<file path="src/rtl/core_clk_req_ctrl_pkg.sv">
// Shared definitions for the core clock-request controller: the FSM state
// encoding, the reset state and the hysteresis/settle counter width.
package core_clk_req_ctrl_pkg;

  localparam int CNT_W = 8;

  typedef enum logic [2:0] {
    ST_RUN   = 3'd0,
    ST_DRAIN = 3'd1,
    ST_HOLD  = 3'd2,
    ST_SLEEP = 3'd3,
    ST_WAKE  = 3'd4
  } clk_state_e;

  localparam clk_state_e RESET_STATE = ST_RUN;

endpackage

</file>
<file path="src/rtl/core_clk_req_ctrl.sv">
// Core clock-request controller. Gates the core clock after a sleep request
// once the pipeline is idle, and ungates it (with a settle window) on an
// interrupt or debug request. clk_req drives the clock gate cell directly.
// Build option: define CORE_CLK_REQ_HYSTERESIS_EN to insert the HOLD_CYCLES
// idle-hysteresis window between DRAIN and SLEEP.
module core_clk_req_ctrl
  import core_clk_req_ctrl_pkg::*;
#(
  parameter int HOLD_CYCLES = 4,
  parameter int WAKE_CYCLES = 2
) (
  input  logic g_clk,
  input  logic g_resetn,
  input  logic sleep_req,
  input  logic core_idle,
  input  logic int_pending,
  input  logic dbg_req,
  output logic clk_req,
  output logic sleep_ack,
  output logic wake_pulse
);

  localparam logic [CNT_W-1:0] HOLD_LOAD = CNT_W'(HOLD_CYCLES - 1);
  localparam logic [CNT_W-1:0] WAKE_LOAD = CNT_W'(WAKE_CYCLES - 1);

  clk_state_e       state_q, state_d;
  logic [CNT_W-1:0] cnt_q, cnt_d;
  logic             clk_req_q, clk_req_d;
  logic             sleep_ack_q, sleep_ack_d;
  logic             wake_pulse_q, wake_pulse_d;
  logic             wake_evt;

  assign wake_evt = int_pending | dbg_req;

  // State, counter and registered outputs; reset leaves the clock requested.
  always_ff @(posedge g_clk) begin
    if (!g_resetn) begin
      state_q      <= RESET_STATE;
      cnt_q        <= '0;
      clk_req_q    <= 1'b1;
      sleep_ack_q  <= 1'b0;
      wake_pulse_q <= 1'b0;
    end else begin
      state_q      <= state_d;
      cnt_q        <= cnt_d;
      clk_req_q    <= clk_req_d;
      sleep_ack_q  <= sleep_ack_d;
      wake_pulse_q <= wake_pulse_d;
    end
  end

  // Next-state and counter: wake events always beat entry into SLEEP.
  always_comb begin
    state_d = state_q;
    cnt_d   = cnt_q;
    case (state_q)
      ST_RUN: begin
        if (sleep_req && !wake_evt) state_d = ST_DRAIN;
      end
      ST_DRAIN: begin
        if (wake_evt || !sleep_req) begin
          state_d = ST_RUN;
        end else if (core_idle) begin
`ifdef CORE_CLK_REQ_HYSTERESIS_EN
          state_d = ST_HOLD;
          cnt_d   = HOLD_LOAD;
`else
          // cnt is unused while asleep; loading the hold value keeps the
          // DRAIN exit load identical with and without hysteresis.
          state_d = ST_SLEEP;
          cnt_d   = HOLD_LOAD;
`endif
        end
      end
`ifdef CORE_CLK_REQ_HYSTERESIS_EN
      ST_HOLD: begin
        if (wake_evt || !sleep_req || !core_idle) begin
          state_d = ST_RUN;
        end else if (cnt_q == '0) begin
          state_d = ST_SLEEP;
        end else begin
          cnt_d = cnt_q - 1'b1;
        end
      end
`endif
      ST_SLEEP: begin
        if (wake_evt) begin
          state_d = ST_WAKE;
          cnt_d   = WAKE_LOAD;
        end
      end
      ST_WAKE: begin
        // The settle window runs to completion even if wake_evt drops.
        if (cnt_q == '0) begin
          state_d = ST_RUN;
        end else begin
          cnt_d = cnt_q - 1'b1;
        end
      end
      default: begin
        state_d = RESET_STATE;
      end
    endcase
  end

  // Outputs are looked ahead from the next state so they register cleanly.
  always_comb begin
    clk_req_d    = (state_d != ST_SLEEP);
    sleep_ack_d  = (state_d == ST_SLEEP) || (state_d == ST_WAKE);
    wake_pulse_d = (state_q == ST_WAKE) && (state_d == ST_RUN);
  end

  assign clk_req    = clk_req_q;
  assign sleep_ack  = sleep_ack_q;
  assign wake_pulse = wake_pulse_q;

endmodule

</file>
<file path="config.mk">
export PLATFORM = sky130hd
export DESIGN_NAME = core_clk_req_ctrl
export DESIGN_NICKNAME = d
export VERILOG_FILES = /design/src/rtl/core_clk_req_ctrl_pkg.sv /design/src/rtl/core_clk_req_ctrl.sv
export SDC_FILE = /design/constraint.sdc
export NUM_CORES = 1
export LEC_CHECK = 0
export CAP_MARGIN = 20
export CORE_MARGIN = 8
export CORE_UTILIZATION = 50
export CTS_BUF_LIST = sky130_fd_sc_hd__clkbuf_16
export DETAILED_ROUTE_END_ITERATION = 8
export GPL_ROUTABILITY_DRIVEN = 0
export PLACE_DENSITY = 0.72
export SYNTH_ARGS = -nofsm -noshare
export SYNTH_HDL_FRONTEND = slang
export SYNTH_SLANG_ARGS = --single-unit
</file>
<file path="constraint.sdc">
create_clock -name g_clk -period 3.6 [get_ports g_clk]
set_clock_uncertainty 0.05 [all_clocks]
set_input_delay 0.54 -clock g_clk [delete_from_list [all_inputs] [get_ports g_clk]]
set_output_delay 0.54 -clock g_clk [all_outputs]
set_load 0.01 [all_outputs]
</file>
==> summary.md <==
| Metric | Value |
|---|---|
| CP Max Fanout | `3` |
| Mapped Cells | `84` |
| Dpl hpwl | `between 1000 and 1500 um` |
| Overflow after GRT | `0` |
| Sw Share | `18.5%` |
| Post-Route WL | `~1600 um` |
| Worst-path cell chain | `clkdlybuf4s50_1 > nand4bb_1 > a21o_1 > a2111oi_1 > xnor2_1 > nor2_1` |
| Area grow syn2layout | `23.2%` |
| Reg-to-reg critical path startpoint | `cnt_q[2]$_SDFFE_PN0P_` |
| Fillers | `130` |
| Largest net degree at the start of global routing | `10` |
| Routed Antenna Nets | `0` |
| Core Area | `roughly 1400 um^2` |
| Hold Buf Count CTS | `0` |
| Synth top area cells | `dfxtp_1 38%, nand2_1 6.1%, mux2i_1 5.4%` |
| Initial Util | `51.4%` |
| Initial DRT Pass Iterations | `5` |
| Most frequent cells in the layout | `14 x dfxtp_1, 12 x nand2_1, 8 x clkdlybuf4s50_1, 7 x inv_1` |
| Ports | `9` |
| Via count | `roughly 650` |
| Critical path launch point type | `primary input` |
| Ys flop type | `dfxtp_1` |
| Yosys warnings | `0` |
| Fin crit share | `58.2%` |
| Drt wl/cell | `around 15 um` |
| Final WS setup | `between 1.5 and 2 ns` |
| FP Rows | `14` |
| Setup tns final | `0 ns` |
| Max frequency | `478 MHz` |
| Synthesized cell area | `738 um^2` |
| Post-synth EDFFs | `0` |
| RSZ-0062 raised after global routing | `no` |
| Critical path buffers and inverters | `1` |
| CTS Buffer Depth | `2` |
| Gr usage total | `a little over an eighth` |
| Layout cell share with drive strength beyond 1 | `around an eighth` |
| Clk_lat worst skew | `approximately 0.24 ns` |
| Post-route DRC | `0` |
| Diodes inserted | `0` |
| Worst slew margin | `roughly 62%` |
| # nets final | `around 100` |
| Final Hold Fails | `0` |
| Max-cap violations | `0` |
| Slew @ Worst Pin | `between 0.5 and 0.6 ns` |
| Setup bufs post-CTS | `0` |
| DRT iter0 DRCs | `24` |
| I/O Buffers | `8` |
| TritonCTS clock tree | `done` |
| # setup viols final | `0` |
| Static Leak | `between 0.4 and 0.5 nW` |
| Sequential area share after synthesis | `a little under two fifths` |
| Initial antenna violation count | `0` |
| Final-report max-slew violation count | `0` |
| Htree depth | `1` |
| Commonest non-fill, non-tap cell in the layout | `dfxtp_1` |
| Worst-path clk slew | `about 0.04 ns` |
| Die Width | `approximately 54 um` |
| Top delay family on crit path | `compound AO/OA/AOI/OAI gates` |
| Power share of the clock group | `between 50% and 60%` |
| Vias/cell | `5.93` |
| Logic pwr share | `~4.8%` |
| Int Pwr | `about 0.00031 W` |
| Die height | `~54 um` |
| Leading area contributor after synthesis | `dfxtp_1` |
| Worst setup path start | `int_pending` |
| Tmin final | `between 2 and 2.5 ns` |
| Slowest cell on crit path | `a2111oi_1` |
| Cts bufs inserted | `3` |
| Post-Syn Nets | `~90` |
| Asr flop ratio synth | `0%` |
| Pre-CTS setup slack | `1.30 ns` |
| Status | `finished, final reports clean` |
| FF+latch count, synth | `14` |
| Synth top area share | `a little under two fifths` |
| Critical Path RT | `approximately 3.7 ns` |
| Psw | `just over 0.00007 W` |
| Post-synthesis cell type count | `34` |
| CTS root buffer | `clkbuf_16` |
| Multi-input logic area | `roughly 430 um^2` |
| Kind of critical path | `in -> reg` |
| Hold Crit Start | `cnt_q[1]$_SDFFE_PN0P_` |
| CP Capture Type | `register` |
| Die area | `~3000 um^2` |
| Vias in the first global route | `approximately 700` |
| Reg area | `roughly 280 um^2` |
| Max stage delay on crit path | `~0.50 ns` |
| Peak VDD IR | `263 uV` |
| Total Power | `around 0.00038 W` |
| First-pass GRT wire length | `around 2900 um` |
| Post_cts resized | `0` |
| PwrDens | `420 nW/um^2` |
| Critical path data arrival time | `2.15 ns` |
| Mean post-synth cell area | `8.79 um^2` |
| Clock Sinks | `14` |
| Reg power frac | `41.2%` |
| Class of the worst hold path | `reg -> reg` |
[tightest hold or removal path: cells and delay by family, from the launching register on]
family	cells	cell delay, ns
muxes	1	0.06
and+or+nand+nor	1	0.06
DFF	1	0.32
[power by group through the flow]
stage	clock (W)	combinational, W	sequential [W]
floorplan	0	0.0000100	0.000160
global placement	0	0.0000177	0.000160
detailed placement	0	0.0000181	0.000160
CTS	0.000207	0.0000183	0.000157
global route	0.000215	0.0000205	0.000157
finish	0.000206	0.0000184	0.000157
[flip-flops by register name (all words and copies together), names as in the netlist]
name        flops
cnt_q           8
wake_pulse      1
clk_req         1
sleep_ack       1
state_q         3
[cells by family (layout without fill, tap and decap cells)]
kind of cell	Yosys count	in the layout	synth area share (%)
buffers and inverters	8	18	4.07
XOR/XNOR	2	2	2.37
AO/OA/AOI/OAI	12	12	14.2
adder cells (fa/ha/maj)	2	2	3.39
AND/OR/NAND/NOR	42	42	32.5
flip-flops	14	14	38.0
multiplexers	4	4	5.42
[path summary, 6_finish.rpt]
check                           to  depth (start not counted)  slack (ns)
max          cnt_q[7]$_SDFFE_PN0P_                          6        1.51
min          cnt_q[1]$_SDFFE_PN0P_                          2        0.44
max reg2reg  cnt_q[4]$_SDFFE_PN0P_                          5        1.55
min reg2reg  cnt_q[1]$_SDFFE_PN0P_                          2        0.44
[layout make-up]
| cell class | instances | share of cell area, % |
|---|---|---|
| clock buffers | 3 | 8.25 |
| inverters | 7 | 2.89 |
| multi-input cells | 62 | 47.0 |
| flip-flops and latches | 14 | 30.8 |
| well taps | 16 | 2.20 |
| repair buffers | 8 | 8.80 |
[per-layer routing]
| metal | part of all wire, % | global-route usage (%) | vias up |
|---|---|---|---|
| li1 | - | - | 322 |
| met5 | 0 | 0 | - |
| met2 | 50 | 22.7 | 22 |
| met1 | 42 | 14.0 | 303 |
| met4 | 2.0 | 8.61 | 0 |
| met3 | 6.0 | 4.35 | 5 |
[stage by stage]
stage          cells  util (%)  cell area, um^2  hold WS [ns]
6_report         110      63.3              910         0.437
3_5_place_dp     107      58.1              835         0.434
3_3_place_gp     107      58.1              835         0.417
5_1_grt          110      63.3              910         0.475
4_1_cts          110      63.3              910         0.440
2_1_floorplan     84         -              738         0.396
[synth_stat cells, drive strengths merged (2+ instances only)]
| master | n |
|---|---|
| mux2i | 4 |
| and3 | 2 |
| and2 | 2 |
| a211oi | 2 |
| nand3 | 4 |
| nand2 | 13 |
| nor2 | 4 |
| nor4 | 2 |
| nand4 | 2 |
| nor3b | 2 |
| o21ai | 3 |
| ha | 2 |
| xnor2 | 2 |
| inv | 7 |
| or2 | 3 |
| dfxtp | 14 |
(Power assumes the default switching activity.)
